`src/rtl/alu_sequencer.sv`:
```
// alu_sequencer
// -------------
// Command-driven controller for the 8-bit ALU datapath. A command arrives on a
// valid/ready channel. The sequencer then loads the operands into the ALU's
// operand register stage, selects the requested function for one execute
// cycle, and captures the result. The result goes back on a valid/ready
// response channel together with an error flag.
//
// Optional feature macro: ALU_SEQ_CHAIN_EN
//   defined   - cmd_chain is honoured; a result accumulator feeds operand A
//   undefined - cmd_chain is ignored and operand A always comes from cmd_a
//
// Ports
//   clk          in   sole clock, rising edge
//   rst          in   asynchronous reset, active low
//   on           in   enable, only looked at in OFF and READY
//   cmd_valid    in   command handshake valid
//   cmd_ready    out  command handshake ready (high only in READY)
//   cmd_op       in   0 AND, 1 OR, 2 NOT, 3 XOR, 4 ADD, 5 SUB, 6 MULT, 7 illegal
//   cmd_chain    in   use the accumulator as operand A
//   cmd_a/cmd_b  in   operands
//   alu_in_sel   out  one-hot {persist, load, reset} for the ALU operand muxes
//   alu_num1/2   out  operands presented to the ALU
//   alu_out_sel  out  one-hot function select, MSB = AND, LSB = MULT
//   alu_result   in   ALU result
//   alu_overflow in   ALU overflow flag (only meaningful for MULT here)
//   rsp_valid    out  response handshake valid
//   rsp_ready    in   response handshake ready
//   rsp_data     out  captured result
//   rsp_error    out  MULT overflow or illegal opcode
//   op_count     out  completed responses, wraps at 8 bits

module alu_sequencer (
  input  logic       clk,
  input  logic       rst,
  input  logic       on,
  input  logic       cmd_valid,
  output logic       cmd_ready,
  input  logic [2:0] cmd_op,
  input  logic       cmd_chain,
  input  logic [7:0] cmd_a,
  input  logic [7:0] cmd_b,
  output logic [2:0] alu_in_sel,
  output logic [7:0] alu_num1,
  output logic [7:0] alu_num2,
  output logic [6:0] alu_out_sel,
  input  logic [7:0] alu_result,
  input  logic       alu_overflow,
  output logic       rsp_valid,
  input  logic       rsp_ready,
  output logic [7:0] rsp_data,
  output logic       rsp_error,
  output logic [7:0] op_count
);

  typedef enum logic [2:0] {
    OFF,
    READY,
    LOAD,
    EXEC,
    RESP,
    ERROR
  } state_t;

  localparam logic [2:0] SEL_PERSIST = 3'b100;
  localparam logic [2:0] SEL_LOAD    = 3'b010;
  localparam logic [2:0] SEL_RESET   = 3'b001;

  localparam logic [2:0] OP_MULT     = 3'd6;
  localparam logic [2:0] OP_ILLEGAL  = 3'd7;

  state_t     state_q;
  logic [2:0] op_q;
  logic       cmdReady_q;
  logic       rspValid_q;
  logic [7:0] rspData_q;
  logic       rspError_q;
  logic [2:0] inSel_q;
  logic [6:0] outSel_q;
  logic [7:0] num1_q;
  logic [7:0] num2_q;
  logic [7:0] opCount_q;
  logic [7:0] num1_d;

`ifdef ALU_SEQ_CHAIN_EN
  logic [7:0] acc_q;

  // Operand A for the load phase: a chained command takes the previous
  // result instead of cmd_a. The accumulator only moves on EXEC exit or in
  // ERROR, so choosing at accept time gives the same value LOAD would see.
  assign num1_d = cmd_chain ? acc_q : cmd_a;

  // Accumulator tracks every captured ALU result. It is cleared in ERROR so
  // that a chain started after a multiply overflow begins from zero.
  always_ff @(posedge clk or negedge rst) begin
    if (!rst) begin
      acc_q <= 8'h00;
    end else if (state_q == EXEC) begin
      acc_q <= alu_result;
    end else if (state_q == ERROR) begin
      acc_q <= 8'h00;
    end
  end
`else
  logic unusedChain;

  // Without chaining, operand A is always the command's own A operand.
  assign num1_d      = cmd_a;
  assign unusedChain = cmd_chain;
`endif

  // Main sequencer. Every output is a register that is written on the
  // transition into the state that owns it. Nothing on the outputs depends
  // combinationally on cmd_valid or rsp_ready. An illegal opcode skips the
  // ALU entirely and answers in the very next cycle. A multiply overflow
  // makes an extra pass through ERROR to reset the ALU operand registers.
  always_ff @(posedge clk or negedge rst) begin
    if (!rst) begin
      state_q    <= OFF;
      op_q       <= 3'd0;
      cmdReady_q <= 1'b0;
      rspValid_q <= 1'b0;
      rspData_q  <= 8'h00;
      rspError_q <= 1'b0;
      inSel_q    <= SEL_RESET;
      outSel_q   <= 7'b0000000;
      num1_q     <= 8'h00;
      num2_q     <= 8'h00;
      opCount_q  <= 8'h00;
    end else begin
      case (state_q)
        OFF: begin
          if (on) begin
            state_q    <= READY;
            cmdReady_q <= 1'b1;
            inSel_q    <= SEL_PERSIST;
          end
        end
        READY: begin
          if (!on) begin
            state_q    <= OFF;
            cmdReady_q <= 1'b0;
            inSel_q    <= SEL_RESET;
          end else if (cmd_valid) begin
            cmdReady_q <= 1'b0;
            op_q       <= cmd_op;
            if (cmd_op == OP_ILLEGAL) begin
              state_q    <= RESP;
              rspValid_q <= 1'b1;
              rspData_q  <= 8'h00;
              rspError_q <= 1'b1;
            end else begin
              state_q <= LOAD;
              inSel_q <= SEL_LOAD;
              num1_q  <= num1_d;
              num2_q  <= cmd_b;
            end
          end
        end
        LOAD: begin
          state_q  <= EXEC;
          inSel_q  <= SEL_PERSIST;
          outSel_q <= 7'b1000000 >> op_q;
        end
        EXEC: begin
          state_q    <= RESP;
          outSel_q   <= 7'b0000000;
          rspValid_q <= 1'b1;
          rspData_q  <= alu_result;
          rspError_q <= alu_overflow && (op_q == OP_MULT);
        end
        RESP: begin
          if (rsp_ready) begin
            rspValid_q <= 1'b0;
            opCount_q  <= opCount_q + 8'd1;
            if (rspError_q && (op_q == OP_MULT)) begin
              state_q <= ERROR;
              inSel_q <= SEL_RESET;
            end else begin
              state_q    <= READY;
              cmdReady_q <= 1'b1;
            end
          end
        end
        ERROR: begin
          state_q    <= READY;
          cmdReady_q <= 1'b1;
          inSel_q    <= SEL_PERSIST;
        end
        default: begin
          state_q <= OFF;
        end
      endcase
    end
  end

  assign cmd_ready   = cmdReady_q;
  assign rsp_valid   = rspValid_q;
  assign rsp_data    = rspData_q;
  assign rsp_error   = rspError_q;
  assign alu_in_sel  = inSel_q;
  assign alu_out_sel = outSel_q;
  assign alu_num1    = num1_q;
  assign alu_num2    = num2_q;
  assign op_count    = opCount_q;

endmodule

```
`config.mk`:
```
export PLATFORM = sky130hd
export DESIGN_NAME = alu_sequencer
export DESIGN_NICKNAME = d
export VERILOG_FILES = /design/src/rtl/alu_sequencer.sv
export SDC_FILE = /design/constraint.sdc
export NUM_CORES = 1
export LEC_CHECK = 0
export CAP_MARGIN = 40
export CORE_AREA = 3 3 64 89
export CTS_BUF_LIST = sky130_fd_sc_hd__clkbuf_4
export CTS_CLUSTER_DIAMETER = 60
export DETAILED_ROUTE_END_ITERATION = 8
export DIE_AREA = 0 0 67 92
export PLACE_DENSITY = 0.79
export SETUP_SLACK_MARGIN = 0.3
export SKIP_LAST_GASP = 1
export SLEW_MARGIN = 10
export SYNTH_ARGS = -nofsm -noshare
export SYNTH_HDL_FRONTEND = slang
export SYNTH_SLANG_ARGS = --single-unit
```
`constraint.sdc`:
```
create_clock -name clk -period 1.95 [get_ports clk]
set_clock_uncertainty 0.1 [all_clocks]
set_input_delay 0.39 -clock clk [delete_from_list [all_inputs] [get_ports clk]]
set_output_delay 0.39 -clock clk [all_outputs]
set_load 0.01 [all_outputs]
```
==> summary.md <==
| Metric | Value |
|---|---|
| Syn. warnings | 0 |
| Dpl ws | -0.102 ns |
| Post-Syn Nets | 204 |
| Worst Setup Path Type | flip-flop to flip-flop |
| Row cnt | 30 |
| Clk Tree Root Cell | clkbuf_4 |
| Rel. slew slack | 0.684 |
| Clk pin slew, worst setup/hold paths | 0.13 ns |
| Arrival time at the worst endpoint | 1.94 ns |
| Diodes inserted | 0 |
| Final worst slack | 0.167 ns |
| PortBufs | 77 |
| Slew Viols, Final | 0 |
| Total congestion overflow | 0 |
| Leak Pwr | 1.75 nW |
| Area contributors post-synth | dfrtp_1, mux2_4, mux2_2, a22o_1, xnor2_1 |
| Dpl hpwl | approximately 3700 µm |
| Pin count of the biggest net entering global routing | 33 |
| Drc violations | 0 |
| Tot Pwr | 4.96 mW |
| Die footprint | 6160 µm² |
| Yosys top cell by area | dfrtp_1 |
| Final WL | ~5400 µm |
| I/O pins | 79 |
| Post-synth top flop | dfrtp_1 |
| CTS buffer count | 5 |
| Worst path bufs/invs | 2 |
| Vias per inst | 5.15 |
| Initial Utilization | 0.455 |
| Max Cap Violations | 0 |
| ANT nets after route | 0 |
| Yosys top cell area share | 0.555 |
| Final cycle utilization of the critical path | 0.914 |
| Total Nets Final | 322 |
| # clock sinks | 51 |
| Gr usage total | 0.179 |
| Vias in the first global route | 1,845 |
| TritonRoute pass-1 iters | 5 |
| Crit path max-delay family | simple AND/OR/NAND/NOR gates |
| Post-synth EDFFs | 0 |
| Synth Register Bits | 51 |
| Critical-path maximum fanout | 6 |
| RSZ-0062 raised after global routing | yes |
| Worst slew pin tran | between 0.4 and 0.5 ns |
| Hold Slack | 0.400 ns |
| Pwr dens | around 1400 nW/µm² |
| Mean cell area of the mapped netlist | 13.3 µm² |
| First-iteration detailed-routing DRC count | about 100 |
| Crit path launch | state_q[1] |
| Status | completed |
| Final cell utilization of the core | 0.714 |
| Final setup violation count | 0 |
| Mapped Area | between 2000 and 2500 µm² |
| Slowest-stage cell, CP | dfrtp_2 |
| CTS Buffer Depth | 2 |
| Layout cells sized above 1 | 0.317 |
| Die height | 92 µm |
| TritonCTS clock tree | yes |
| H-tree levels | 2 |
| Required time of the critical path | 2.10 ns |
| Placer congestion estimate | a little over 0.8 |
| Crit path time final | around 1.8 ns |
| Reg-to-reg critical path startpoint | state_q[1] |
| Critical Path End Type | flip-flop |
| Path category of the worst min-delay check | primary input to asynchronous set/reset pin |
| Library cells used by synthesis | 42 |
| Maximum vdd drop | 0.000775 V |
| Fmax | 561 MHz |
| Initial antenna violation count | 0 |
| Via count | 1,807 |
| Global-route wire length before repair | ~8600 µm |
| Die width | 67 µm |
| Post-synthesis sequential area ratio | 0.567 |
| Fin. Hold Viols | 0 |
| Critical path cell sequence | nor4b_4 -> nand3_4 -> buf_6 -> buf_12 -> mux2_4 |
| Syn-to-layout area delta | 57.0% |
| Core area | about 5000 µm² |
| Average wire per standard cell | 15.5 µm |
| Clk Latency, worst-skew pair | 0.35 ns |
| Peak per-stage delay on the critical path | 0.49 ns |
| Cells after Synth | 169 |
| Kind of start point of the critical path | flip-flop |
| Post-synth ARST share | 1.00 |
## logic make-up after synthesis
kind of cell | after synthesis | synth area share
compound gates | 31 | 0.119
buf+inv | 13 | 0.0339
fa+ha+maj | 1 | 0.00555
xor+xnor | 7 | 0.0272
flops | 51 | 0.567
mux | 23 | 0.133
simple gates | 43 | 0.114
## placed cells by master, fill, tap and decap left out, types with 2 or more instances in the layout
cell type,instances
o32a_1,2
o41ai_1,2
mux2_2,10
dfrtp_2,3
nand3_1,4
or2_4,2
clkbuf_4,6
inv_1,4
buf_4,32
mux2_4,12
nor3_1,4
dlygate4sd2_1,45
dfrtp_1,47
a22o_1,12
buf_16,2
nand2_1,7
xnor2_1,5
and3_1,2
nor2_1,10
buf_12,3
nand4_1,2
a21oi_1,5
nand2b_2,3
clkdlybuf4s50_1,29
buf_6,3
xor2_1,2
## stage by stage
stage,TNS [ns],cell area [µm²],std cells
after floorplan,0,2270,169
after global placement,-1.71,3220,321
after detailed placement,-2.52,3220,321
after CTS,0,3490,348
after global routing,0,3540,351
final,0,3540,351
## registers in the layout (all words and copies together) (netlist names)
| signal | cells |
|---|---|
| alu_num1 | 8 |
| alu_num2 | 8 |
| op_count | 8 |
| rsp_data | 8 |
| alu_out_sel | 7 |
| alu_in_sel | 3 |
| op_q | 3 |
| state_q | 3 |
| cmd_ready | 1 |
| rsp_error | 1 |
| rsp_valid | 1 |
## layer usage
metal | vias to the layer above | track usage | part of all wire | wire length [µm]
li1 | 852 | - | - | -
met1 | 888 | 0.219 | 0.40 | 2200
met2 | 63 | 0.307 | 0.53 | 2880
met3 | 4 | 0.0294 | 0.055 | 300
met4 | 0 | 0.0711 | 0.011 | 58
met5 | - | 0 | 0 | 0
## cell usage after synthesis, drive strengths merged, types with 2 or more instances
| master | number |
|---|---|
| a21oi | 5 |
| a22o | 12 |
| and3 | 2 |
| buf | 5 |
| clkbuf | 3 |
| dfrtp | 50 |
| inv | 5 |
| mux2 | 22 |
| nand2 | 8 |
| nand2b | 4 |
| nand3 | 5 |
| nand4 | 2 |
| nor2 | 10 |
| nor3 | 5 |
| o21a | 2 |
| o32a | 2 |
| o32ai | 2 |
| o41ai | 2 |
| xnor2 | 5 |
| xor2 | 2 |
## cell type report
| class | count | area (µm²) |
|---|---|---|
| Timing Repair Buffer | 118 | 1110 |
| Sequential cell | 51 | 1280 |
| Multi-Input combinational cell | 106 | 973 |
| Clock buffer | 6 | 45.0 |
| Inverter | 5 | 21.3 |
| Fill cell | 376 | 1420 |
| Tap cell | 64 | 80.1 |
| Clock inverter | 1 | 30.0 |
## where the power goes
| part | switching (mW) | internal [mW] | total [mW] |
|---|---|---|---|
| Clock | 0.302 | 0.279 | 0.580 |
| Sequential | 0.309 | 1.52 | 1.83 |
| Combinational | 1.09 | 1.47 | 2.56 |
| Total | 1.70 | 3.26 | 4.96 |
## path summary, 6_finish.rpt
| kind | endpoint | slack, ns | cells past startpoint |
|---|---|---|---|
| worst min register to register | alu_out_sel[3] | 0.40 | 2 |
| min in group clk | alu_out_sel[3] | 0.40 | 2 |
| max in group asynchronous | alu_in_sel[0] | 0.75 | 3 |
| worst min-delay path | op_count[5] | 0.40 | 2 |
| worst max register to register | alu_num1[1] | 0.17 | 5 |
| worst max-delay path | alu_num1[1] | 0.17 | 5 |
## repair_timing
| item | 4_1_cts | 5_1_grt |
|---|---|---|
| hold buffers | 1 | 0 |
| setup buffers | 17 | 2 |
| pin swaps | 4 | 6 |
| endpoints found under the hold margin | 19 | 0 |
| gates cloned | 2 | 1 |
| setup endpoints to repair | 90 | 39 |
| gates resized for setup | 59 | 11 |
Note: power is estimated with default switching activity, not from simulation.
